File: config.mk
export PLATFORM = sky130hd
export DESIGN_NAME = spi_slave_regs
export DESIGN_NICKNAME = d
export VERILOG_FILES = /design/src/rtl/spi_regs_pkg.sv /design/src/rtl/spi_pin_sync.sv /design/src/rtl/spi_slave_regs.sv
export SDC_FILE = /design/constraint.sdc
export NUM_CORES = 1
export LEC_CHECK = 0
export CORE_MARGIN = 1.5
export CORE_UTILIZATION = 40
export DETAILED_ROUTE_END_ITERATION = 16
export HOLD_SLACK_MARGIN = 0.1
export PLACE_DENSITY_LB_ADDON = 0.1
export SLEW_MARGIN = 5
export SYNTH_ARGS = -nofsm -noshare
export SYNTH_HDL_FRONTEND = slang
export SYNTH_SLANG_ARGS = --single-unit
File: constraint.sdc
create_clock -name clk_pll_o -period 2.6 [get_ports clk_pll_o]
set_input_delay 0.52 -clock clk_pll_o [delete_from_list [all_inputs] [get_ports clk_pll_o]]
set_output_delay 0.52 -clock clk_pll_o [all_outputs]
set_load 0.03 [all_outputs]
File: src/rtl/spi_regs_pkg.sv
// rtl/spi_regs_pkg.sv - shared types and register map for the SPI register slave
package spi_regs_pkg;

  typedef enum logic [1:0] {
    IDLE = 2'd0,
    CMD  = 2'd1,
    DATA = 2'd2,
    DONE = 2'd3
  } state_e;

  localparam logic [6:0] ADDR_ID       = 7'h00;
  localparam logic [6:0] ADDR_CTRL     = 7'h01;
  localparam logic [6:0] ADDR_GPIO_LO  = 7'h02;
  localparam logic [6:0] ADDR_GPIO_MID = 7'h03;
  localparam logic [6:0] ADDR_GPIO_HI  = 7'h04;

  localparam int FRAME_BITS = 16;
  localparam int CNT_W      = $clog2(FRAME_BITS);

endpackage

File: src/rtl/spi_pin_sync.sv
// rtl/spi_pin_sync.sv - multi-flop synchroniser with rise/fall detection on the synchronised level
module spi_pin_sync #(
  parameter int   SYNC_STAGES = 2,
  parameter logic IDLE_LEVEL  = 1'b0
) (
  input  logic clk_pll_o,
  input  logic rst_n,
  input  logic pin_i,
  output logic level_o,
  output logic rise_o,
  output logic fall_o
);

  logic [SYNC_STAGES-1:0] sync_q, sync_d;
  logic                   prev_q, prev_d;

  always_comb begin
    sync_d = {sync_q[SYNC_STAGES-2:0], pin_i};
    prev_d = sync_q[SYNC_STAGES-1];
  end

  always_ff @(posedge clk_pll_o or negedge rst_n) begin
    if (!rst_n) begin
      sync_q <= {SYNC_STAGES{IDLE_LEVEL}};
      prev_q <= IDLE_LEVEL;
    end else begin
      sync_q <= sync_d;
      prev_q <= prev_d;
    end
  end

  assign level_o = sync_q[SYNC_STAGES-1];
  assign rise_o  = level_o & ~prev_q;
  assign fall_o  = ~level_o & prev_q;

endmodule

File: src/rtl/spi_slave_regs.sv
// rtl/spi_slave_regs.sv - mode-0 SPI slave decoding 16-bit frames into a small register file
module spi_slave_regs
  import spi_regs_pkg::*;
#(
  parameter int         SYNC_STAGES = 2,
  parameter logic [7:0] ID_VALUE    = 8'hA5
) (
  input  logic        clk_pll_o,
  input  logic        rst_n,
  input  logic        spi_sck,
  input  logic        spi_cs_n,
  input  logic        spi_mosi,
  output logic        spi_miso,
  output logic        spi_miso_oe,
  output logic [7:0]  ctrl,
  output logic [17:0] gpio_out,
  output logic        wr_pulse,
  output logic [6:0]  wr_addr,
  output logic        frame_err
);

  logic sck_level, sck_rise, sck_fall;
  logic cs_level, cs_rise, cs_fall;
  logic mosi_level, mosi_rise, mosi_fall;
  logic unused_mosi_edges;

  spi_pin_sync #(.SYNC_STAGES(SYNC_STAGES), .IDLE_LEVEL(1'b0)) u_sync_sck (
    .clk_pll_o(clk_pll_o), .rst_n(rst_n), .pin_i(spi_sck),
    .level_o(sck_level), .rise_o(sck_rise), .fall_o(sck_fall)
  );
  spi_pin_sync #(.SYNC_STAGES(SYNC_STAGES), .IDLE_LEVEL(1'b1)) u_sync_cs (
    .clk_pll_o(clk_pll_o), .rst_n(rst_n), .pin_i(spi_cs_n),
    .level_o(cs_level), .rise_o(cs_rise), .fall_o(cs_fall)
  );
  spi_pin_sync #(.SYNC_STAGES(SYNC_STAGES), .IDLE_LEVEL(1'b0)) u_sync_mosi (
    .clk_pll_o(clk_pll_o), .rst_n(rst_n), .pin_i(spi_mosi),
    .level_o(mosi_level), .rise_o(mosi_rise), .fall_o(mosi_fall)
  );

  assign unused_mosi_edges = mosi_rise ^ mosi_fall ^ sck_level;

  state_e             state_q, state_d;
  logic [CNT_W-1:0]   bit_cnt_q, bit_cnt_d;
  logic [6:0]         rx_q, rx_d;
  logic [7:0]         tx_q, tx_d;
  logic               rw_q, rw_d;
  logic [6:0]         addr_q, addr_d;
  logic               miso_q, miso_d;
  logic [7:0]         ctrl_q, ctrl_d;
  logic [7:0]         gpio_lo_q, gpio_lo_d;
  logic [7:0]         gpio_mid_q, gpio_mid_d;
  logic [1:0]         gpio_hi_q, gpio_hi_d;
  logic               wr_pulse_q, wr_pulse_d;
  logic [6:0]         wr_addr_q, wr_addr_d;
  logic               frame_err_q, frame_err_d;
  logic [SYNC_STAGES:0] prime_q, prime_d;
  logic               armed_q, armed_d;

  logic [7:0] rx_byte;
  logic [7:0] rd_value;
  logic       byte_done, data_done;

  assign rx_byte   = {rx_q, mosi_level};
  assign byte_done = sck_rise && (bit_cnt_q[2:0] == 3'd7);
  assign data_done = (state_q == DATA) && byte_done;

  always_comb begin
    rd_value = 8'h00;
    case (rx_byte[6:0])
      ADDR_ID:       rd_value = ID_VALUE;
      ADDR_CTRL:     rd_value = ctrl_q;
      ADDR_GPIO_LO:  rd_value = gpio_lo_q;
      ADDR_GPIO_MID: rd_value = gpio_mid_q;
      ADDR_GPIO_HI:  rd_value = {6'b0, gpio_hi_q};
      default:       rd_value = 8'h00;
    endcase
  end

  always_ff @(posedge clk_pll_o or negedge rst_n) begin
    if (!rst_n) state_q <= IDLE;
    else        state_q <= state_d;
  end

  always_comb begin
    state_d = state_q;
    case (state_q)
      IDLE:    if (cs_fall && armed_q) state_d = CMD;
      CMD:     if (byte_done) state_d = DATA;
      DATA:    if (byte_done) state_d = DONE;
      default: state_d = state_q;
    endcase
    if (cs_rise) state_d = IDLE;
  end

  // Frames are accepted only after CS has been seen high with settled synchronisers,
  // so a CS held low across reset cannot start a frame from the reset-injected edge.
  always_comb begin
    bit_cnt_d   = bit_cnt_q;
    rx_d        = rx_q;
    tx_d        = tx_q;
    rw_d        = rw_q;
    addr_d      = addr_q;
    miso_d      = miso_q;
    ctrl_d      = ctrl_q;
    gpio_lo_d   = gpio_lo_q;
    gpio_mid_d  = gpio_mid_q;
    gpio_hi_d   = gpio_hi_q;
    wr_addr_d   = wr_addr_q;
    wr_pulse_d  = 1'b0;
    frame_err_d = 1'b0;
    prime_d     = {prime_q[SYNC_STAGES-1:0], 1'b1};
    armed_d     = armed_q | (prime_q[SYNC_STAGES] & cs_level);

    case (state_q)
      IDLE: begin
        miso_d = 1'b0;
        if (cs_fall && armed_q) bit_cnt_d = '0;
      end
      CMD: begin
        if (sck_rise) begin
          rx_d      = rx_byte[6:0];
          bit_cnt_d = bit_cnt_q + 1'b1;
          if (byte_done) begin
            rw_d   = rx_byte[7];
            addr_d = rx_byte[6:0];
            tx_d   = rx_byte[7] ? 8'h00 : rd_value;
          end
        end
      end
      DATA: begin
        if (sck_rise) begin
          rx_d      = rx_byte[6:0];
          bit_cnt_d = bit_cnt_q + 1'b1;
          if (byte_done && rw_q) begin
            case (addr_q)
              ADDR_CTRL:     ctrl_d     = rx_byte;
              ADDR_GPIO_LO:  gpio_lo_d  = rx_byte;
              ADDR_GPIO_MID: gpio_mid_d = rx_byte;
              ADDR_GPIO_HI:  gpio_hi_d  = rx_byte[1:0];
              default:       ;
            endcase
            wr_addr_d  = addr_q;
            wr_pulse_d = 1'b1;
          end
        end
        if (sck_fall) begin
          miso_d = tx_q[7];
          tx_d   = {tx_q[6:0], 1'b0};
        end
      end
      default: miso_d = 1'b0;
    endcase

    // A coincident final SCK edge completes the frame before CS is considered.
    if (cs_rise) begin
      miso_d = 1'b0;
      if ((state_q == CMD || state_q == DATA) && !data_done &&
          (bit_cnt_q != '0 || sck_rise))
        frame_err_d = 1'b1;
    end
  end

  always_ff @(posedge clk_pll_o or negedge rst_n) begin
    if (!rst_n) begin
      bit_cnt_q   <= '0;
      rx_q        <= '0;
      tx_q        <= '0;
      rw_q        <= 1'b0;
      addr_q      <= '0;
      miso_q      <= 1'b0;
      ctrl_q      <= '0;
      gpio_lo_q   <= '0;
      gpio_mid_q  <= '0;
      gpio_hi_q   <= '0;
      wr_pulse_q  <= 1'b0;
      wr_addr_q   <= '0;
      frame_err_q <= 1'b0;
      prime_q     <= '0;
      armed_q     <= 1'b0;
    end else begin
      bit_cnt_q   <= bit_cnt_d;
      rx_q        <= rx_d;
      tx_q        <= tx_d;
      rw_q        <= rw_d;
      addr_q      <= addr_d;
      miso_q      <= miso_d;
      ctrl_q      <= ctrl_d;
      gpio_lo_q   <= gpio_lo_d;
      gpio_mid_q  <= gpio_mid_d;
      gpio_hi_q   <= gpio_hi_d;
      wr_pulse_q  <= wr_pulse_d;
      wr_addr_q   <= wr_addr_d;
      frame_err_q <= frame_err_d;
      prime_q     <= prime_d;
      armed_q     <= armed_d;
    end
  end

  assign spi_miso    = miso_q;
  assign spi_miso_oe = ~cs_level;
  assign ctrl        = ctrl_q;
  assign gpio_out    = {gpio_hi_q, gpio_mid_q, gpio_lo_q};
  assign wr_pulse    = wr_pulse_q;
  assign wr_addr     = wr_addr_q;
  assign frame_err   = frame_err_q;

endmodule

* After elaboration in Yosys (flattened, before gate mapping)
Cells that the tools add are included.
** Word-level totals
- Flip-flop bits (word level) :: 77
- Bits in latches :: 0
- RAM bits :: 0
- Bits in read-only memories :: 0
- Bits of input ports :: 5
- Word-level logic and storage cells :: 102
- Memories :: 0
** Cells by class
- Add/sub/neg operators :: 1
- Multiply operators :: 0
- Div/mod/pow operators :: 0
- Order comparisons :: 0
- Equality and inequality tests :: 21
- Shifts and indexed selects :: 0
- Muxes and demuxes :: 22
- Bitwise logic cells :: 10
- Reduce and logical (&&, ||, !) cells :: 27
** Operators with widths (count)
- 8-bit one-hot mux with 5 select lines :: 1
- 8-bit 2-to-1 mux :: 4
- 7-bit by 2-bit == test with 1-bit output (second input constant) :: 4
- 4-bit AND reduction :: 6
- 8-bit one-hot mux with 2 select lines :: 1
- 7-bit by 1-bit == test with 1-bit output (second input constant) :: 2
- 7-bit by 3-bit == test with 1-bit output (second input constant) :: 2
- 3-bit inequality test (second input constant) :: 4
- 2-bit inequality test (second input constant) :: 5
- 3-bit AND reduction :: 3
- 2-bit 2-to-1 mux :: 4
- 4-bit 2-to-1 mux :: 2
- 4-bit one-hot mux with 2 select lines :: 1
- 4-bit nonzero test :: 2
- 7-bit logical NOT :: 1
- 1-bit 2-to-1 mux :: 7
- 1-bit logical AND :: 6
- 2-bit one-hot mux with 3 select lines :: 1
- 1-bit AND :: 5
- 4-bit by 1-bit adder with 4-bit output (second input constant) :: 1
- 1-bit inverter :: 4
- 2-bit AND reduction :: 2
- 2-bit nonzero test :: 2
- 3-bit == test (second input constant) :: 1
- other kinds (9) :: 10

* Logic depth before layout (Yosys ltp)
Gate-level depths: netlist of run 1.
- Depth in word-level cells :: 9
- Mapped depth :: 7
- Depth with buffers taken out :: 6

* Modules after synthesis
A second synthesis of run 1 with hierarchy kept.
** Second synthesis, totals
- Cells, all modules :: 269
- Area, all modules :: 3382.0 sq um
** Modules (own cells, without submodules)
- spi_slave_regs :: instances 1, cells an instance 254, area an instance 3108.0 sq um
- spi_pin_sync at u_sync_mosi ... :: instances 2, cells an instance 5, area an instance 90.1 sq um
- spi_pin_sync at u_sync_cs :: instances 1, cells an instance 5, area an instance 93.8 sq um

* Worst setup path before layout of run 1
Ideal clock, no wire load.
- Kind :: reg2reg
- From :: register state_q[0]
- To :: register ctrl_q[0], in the netlist ctrl[0]
- Setup time :: 0.125 ns
- Arrival time :: 1.801 ns
- Path slack :: 0.674 ns
- Cell stages (with the launch flop) :: 7
- Period minus slack after synthesis :: 1.926 ns
- Path through :: dfrtp_1 -> inv_1 -> ha_1 -> nand4_4 -> or4b_1 -> buf_4 -> mux2_4
** On the way
- Longest elaborated chain between the ends :: 2
** RTL lines
- start, declared :: RTL line spi_slave_regs.sv:42 : state_e state_q, state_d;
- start signal, assigned :: RTL line spi_slave_regs.sv:81 : else state_q <= state_d;
- 2-bit == test :: RTL line spi_slave_regs.sv:114 : case (state_q)
- 4-bit AND reduction (no source line)
- end signal, assigned :: RTL line spi_slave_regs.sv:187 : ctrl_q <= ctrl_d;
- end, declared :: RTL line spi_slave_regs.sv:49 : logic [7:0] ctrl_q, ctrl_d;
Every way passes these cells.
A chain may end at the register's enable or synchronous reset.

* Worst setup path in the final report of run 1
- From :: register u_sync_sck.prev_q
- To :: register ctrl_q[0], in the netlist ctrl[0]
** On the way
- Longest elaborated chain between the ends :: 5
** RTL lines
- start, declared :: RTL line spi_pin_sync.sv:15 : logic prev_q, prev_d;
- start signal, assigned :: RTL line spi_pin_sync.sv:28 : prev_q <= prev_d;
- 1-bit inverter (*) :: RTL line spi_pin_sync.sv:33 : assign rise_o = level_o & ~prev_q;
- 1-bit AND (*) :: RTL line spi_pin_sync.sv:33
- 1-bit logical AND :: RTL line spi_slave_regs.sv:64 : assign byte_done = sck_rise && (bit_cnt_q[2:0] == 3'd7);
- 1-bit logical AND :: RTL line spi_slave_regs.sv:134 : if (byte_done && rw_q) begin
- 4-bit AND reduction (no source line) (*)
Every way passes the cells marked *; elsewhere a longest branch is shown, timed or not.

==> results of run 1 <==
[worst max-delay path, stage by stage, from the launching register on]
cell	delay [ns]
sky130_fd_sc_hd__dfrtp_1	0.42
sky130_fd_sc_hd__and2b_1	0.40
sky130_fd_sc_hd__nand4_4	0.18
sky130_fd_sc_hd__or4b_1	0.76
sky130_fd_sc_hd__mux2_4	0.39
[layer usage]
| layer | routed length [µm] | up-vias | track usage, % | share of wire (%) |
|---|---|---|---|---|
| met5 | 0 | - | 0 | 0 |
| met4 | 148 | 0 | 7.72 | 2.1 |
| met3 | 245 | 13 | 3.75 | 3.5 |
| met2 | 3260 | 47 | 27.1 | 47 |
| met1 | 3330 | 1099 | 24.1 | 48 |
| li1 | - | 1046 | - | - |
[synth_stat cells (all sizes together) (4+ instances only)]
cell / n / area share, %
buf: 4 / 0.70
clkbuf: 7 / 0.77
nand3: 10 / 1.5
nor2: 4 / 0.44
ha: 8 / 2.9
nand3b: 4 / 0.88
nand4: 5 / 1.4
nand2: 17 / 1.9
nand2b: 4 / 0.73
dfrtp: 74 / 54
o21ai: 10 / 1.5
mux2: 50 / 17
a22o: 4 / 1.0
mux2i: 6 / 1.8
inv: 8 / 0.88
o211ai: 6 / 1.3
a21oi: 4 / 0.59
a22oi: 4 / 0.88
[logic make-up after synthesis]
group / count (synthesis) / synth area share (%)
flops: 77 / 56.5
buf+inv: 19 / 2.34
simple gates: 66 / 12.0
fa+ha+maj: 8 / 2.93
compound gates: 36 / 7.03
mux: 56 / 19.1
other cells: 1 / 0.110
[state kept, by name, summed over array words and instances (netlist names)]
signal	count
ctrl	8
gpio_lo_q	8
gpio_mid_q	8
tx_q	8
addr_q	7
rx_q	7
wr_addr	7
bit_cnt_q	4
prime_q	3
gpio_hi_q	2
state_q	2
u_sync_cs.sync_q	2
u_sync_mosi.sync_q	2
u_sync_sck.sync_q	2
armed_q	1
frame_err	1
rw_q	1
spi_miso	1
u_sync_cs.prev_q	1
u_sync_sck.prev_q	1
wr_pulse	1
[final timing paths]
path / endpoint / depth (start not counted) / from / slack [ns]
min in group clk_pll_o: u_sync_mosi.sync_q[1]$_DFF_PN0_ / 0 / u_sync_mosi.sync_q[0]$_DFF_PN0_ / 0.35
worst min register to register: u_sync_mosi.sync_q[1]$_DFF_PN0_ / 0 / u_sync_mosi.sync_q[0]$_DFF_PN0_ / 0.35
worst min-delay path: wr_addr[5]$_DFFE_PN0P_ / 1 / rst_n / 0.17
worst max register to register: ctrl[0]$_DFFE_PN0P_ / 4 / u_sync_sck.prev_q$_DFF_PN0_ / 0.32
max in group asynchronous: u_sync_cs.sync_q[0]$_DFF_PN1_ / 2 / rst_n / 1.76
worst max-delay path: ctrl[0]$_DFFE_PN0P_ / 4 / u_sync_sck.prev_q$_DFF_PN0_ / 0.32
[power breakdown]
| group | internal [mW] | switching, mW |
|---|---|---|
| clock network | 0.557 | 0.488 |
| registers | 1.27 | 0.157 |
| logic | 0.238 | 0.301 |
[cell type report]
cell class              count  share of cell area (%)
well taps                 105                    3.13
flip-flops and latches     77                    46.0
clock buffers               9                    2.95
repair buffers             48                    11.3
clock inverters             7                    2.50
multi-input cells         167                    33.5
inverters                   8                   0.715
[metrics by stage]
step	utilization, %	setup WS (ns)	std cells	hold WS (ns)
after global routing	50.9	0.168	421	0.208
final	50.9	0.319	421	0.171
after detailed placement	48.1	0.309	405	0.335
after global placement	48.1	0.375	405	0.332
after floorplan	-	0.674	263	0.224
after CTS	50.9	0.289	421	0.189
[placed cells by master (no fill, tap or decap), types with 2 or more instances in the layout]
master / instances
sky130_fd_sc_hd__nor3b_1: 3
sky130_fd_sc_hd__nor2b_1: 3
sky130_fd_sc_hd__a21oi_1: 4
sky130_fd_sc_hd__mux2_4: 8
sky130_fd_sc_hd__clkdlybuf4s50_1: 40
sky130_fd_sc_hd__nand3_1: 10
sky130_fd_sc_hd__mux2_2: 42
sky130_fd_sc_hd__bufinv_16: 2
sky130_fd_sc_hd__nand4_1: 4
sky130_fd_sc_hd__nor4_1: 3
sky130_fd_sc_hd__clkbuf_8: 9
sky130_fd_sc_hd__a22o_1: 4
sky130_fd_sc_hd__nand3b_1: 4
sky130_fd_sc_hd__o21a_1: 2
sky130_fd_sc_hd__o21ai_0: 10
sky130_fd_sc_hd__dfstp_2: 3
sky130_fd_sc_hd__inv_1: 8
sky130_fd_sc_hd__a21o_1: 2
sky130_fd_sc_hd__nor2_1: 4
sky130_fd_sc_hd__a22oi_1: 4
sky130_fd_sc_hd__mux2i_1: 6
sky130_fd_sc_hd__nand2_1: 17
sky130_fd_sc_hd__nand2b_1: 4
sky130_fd_sc_hd__o211ai_1: 6
sky130_fd_sc_hd__buf_4: 7
sky130_fd_sc_hd__dfrtp_1: 74
sky130_fd_sc_hd__ha_1: 8
sky130_fd_sc_hd__inv_6: 3
==> results.py, run 1 <==
metrics = {
    "synthesis": {
        "postSynthAreaPerCell_um2": 13.0,
        "synth_enable_flop_cells": 0,
        "synth_flop_cell": "sky130_fd_sc_hd__dfrtp_1",
        "synth-seq-cells": 77,
        "synth_nets": 276,
        "synth-seq-area-share_pct": 56.5,
        "cell_area_after_synthesis_mm2": 0.00342,
        "async_flop_share_pct": 100,
        "yosys_warnings": 0,
        "ys_types": 46,
        "netlist_instances": 263,
    },
    "critical_path": {
        "cp.required_ns": 2.83,
        "crit_path_end_kind": "register",
        "startpoint_type": "register",
        "timing.critical_path.arrival_ns": 2.52,
        "timing.critical_path.fanout_max": 9,
        "critPathKind": "reg2reg",
    },
    "power": {
        "fin_total_pwr_mw": 3.02,
        "peakVddDrop_mv": 0.343,
        "power_leakage_nw": 1.96,
        "p_per_area_mw_per_mm2": 718,
    },
    "clock_network": {
        "cts_made_buffers": 9,
        "clk_transition_reported_paths_ns": 0.09,
        "cts_hold_buffers": 0,
        "post_cts.resized_instances": 0,
        "tritoncts_num_sinks": 77,
        "tritoncts": "done",
        "worstSkewPairLatency_ns": 0.35,
        "postCtsSetupRepairBufs": 0,
        "cts.htree.levels": 3,
        "clockBufferDepth": 2,
        "cts.root.buffer_cell": "sky130_fd_sc_hd__clkbuf_8",
    },
    "worst_hold_path": {
        "min-delay-path-class": "in2async",
    },
    "cells_and_area": {
        "layout-area-overhead-vs-synth_pct": 22.9,
        "final_instance_area_mm2": 0.00420,
        "n_antenna_cell": 0,
        "final_nets": 324,
        "layout.area.seq_mm2": 0.00193,
        "n_fill_cell": 759,
        "final_layout_size_suffix_gt1_share_pct": 25.9,
        "multi_input_area_mm2": 0.00141,
    },
    "sta": {
        "post-route-period-util_pct": 87.7,
        "max_freq_ghz": 0.438,
        "skew_ns": 0.00958,
        "worst_pin_slew_ns": 0.628,
        "totalNegativeSetupSlack_ns": 0,
        "timing.max_slew.rel_slack_pct": 58.1,
        "setup_viol": 0,
        "timing_max_transition_violations_final": 0,
        "setup_repair_after_global_routing_missed_its_margin": "false",
        "hold_viol_final": 0,
        "min_period_ns": 2.28,
    },
    "placed_design": {
        "post_dp_cell_area_mm2": 0.00397,
        "placement.io_buffers": 41,
        "gp_routability_congestion": 0.730,
        "dp.final_hpwl_um": 4790,
    },
    "floorplan": {
        "rows": 33,
        "total_core_area_mm2": 0.00826,
        "io-pin-count": 42,
        "starting_density_of_the_core_pct": 41.4,
        "floorplan.die_area_mm2": 0.00911,
        "dieWidth_um": 95.4,
        "dieHeight_um": 95.4,
    },
    "route": {
        "drt-pass1-iter-count": 4,
        "post-route-drc-count": 0,
        "avgViaCountPerCell": 5.24,
        "wirelength_um": 6980,
        "route.vias.total": 2205,
        "number_of_drc_violations_after_detailed_routing_iteration_0": 88,
        "wl_per_cell_um": 16.6,
        "final_antenna_net_count": 0,
    },
    "global_routing": {
        "first_global_vias": 2306,
        "grt_start_max_net_pins": 46,
        "grt-ovfl-total": 0,
        "grt_pass1_wl_um": 11800,
        "gr-usage-all-layers_pct": 17.7,
        "initial_antenna_violation_count": 0,
    },
    "outcome": {
        "outcome": "completed",
    },
    "flow_run": {
        "cap_viol_max_count": 0,
    },
}
(Power assumes the default switching activity.)
==> run 2, diff against run 1 <==
- SLEW_MARGIN: 5 -> 20
==> results of run 2 <==
Same layout as run 1: the final DEF is identical, and so are final timing and power.
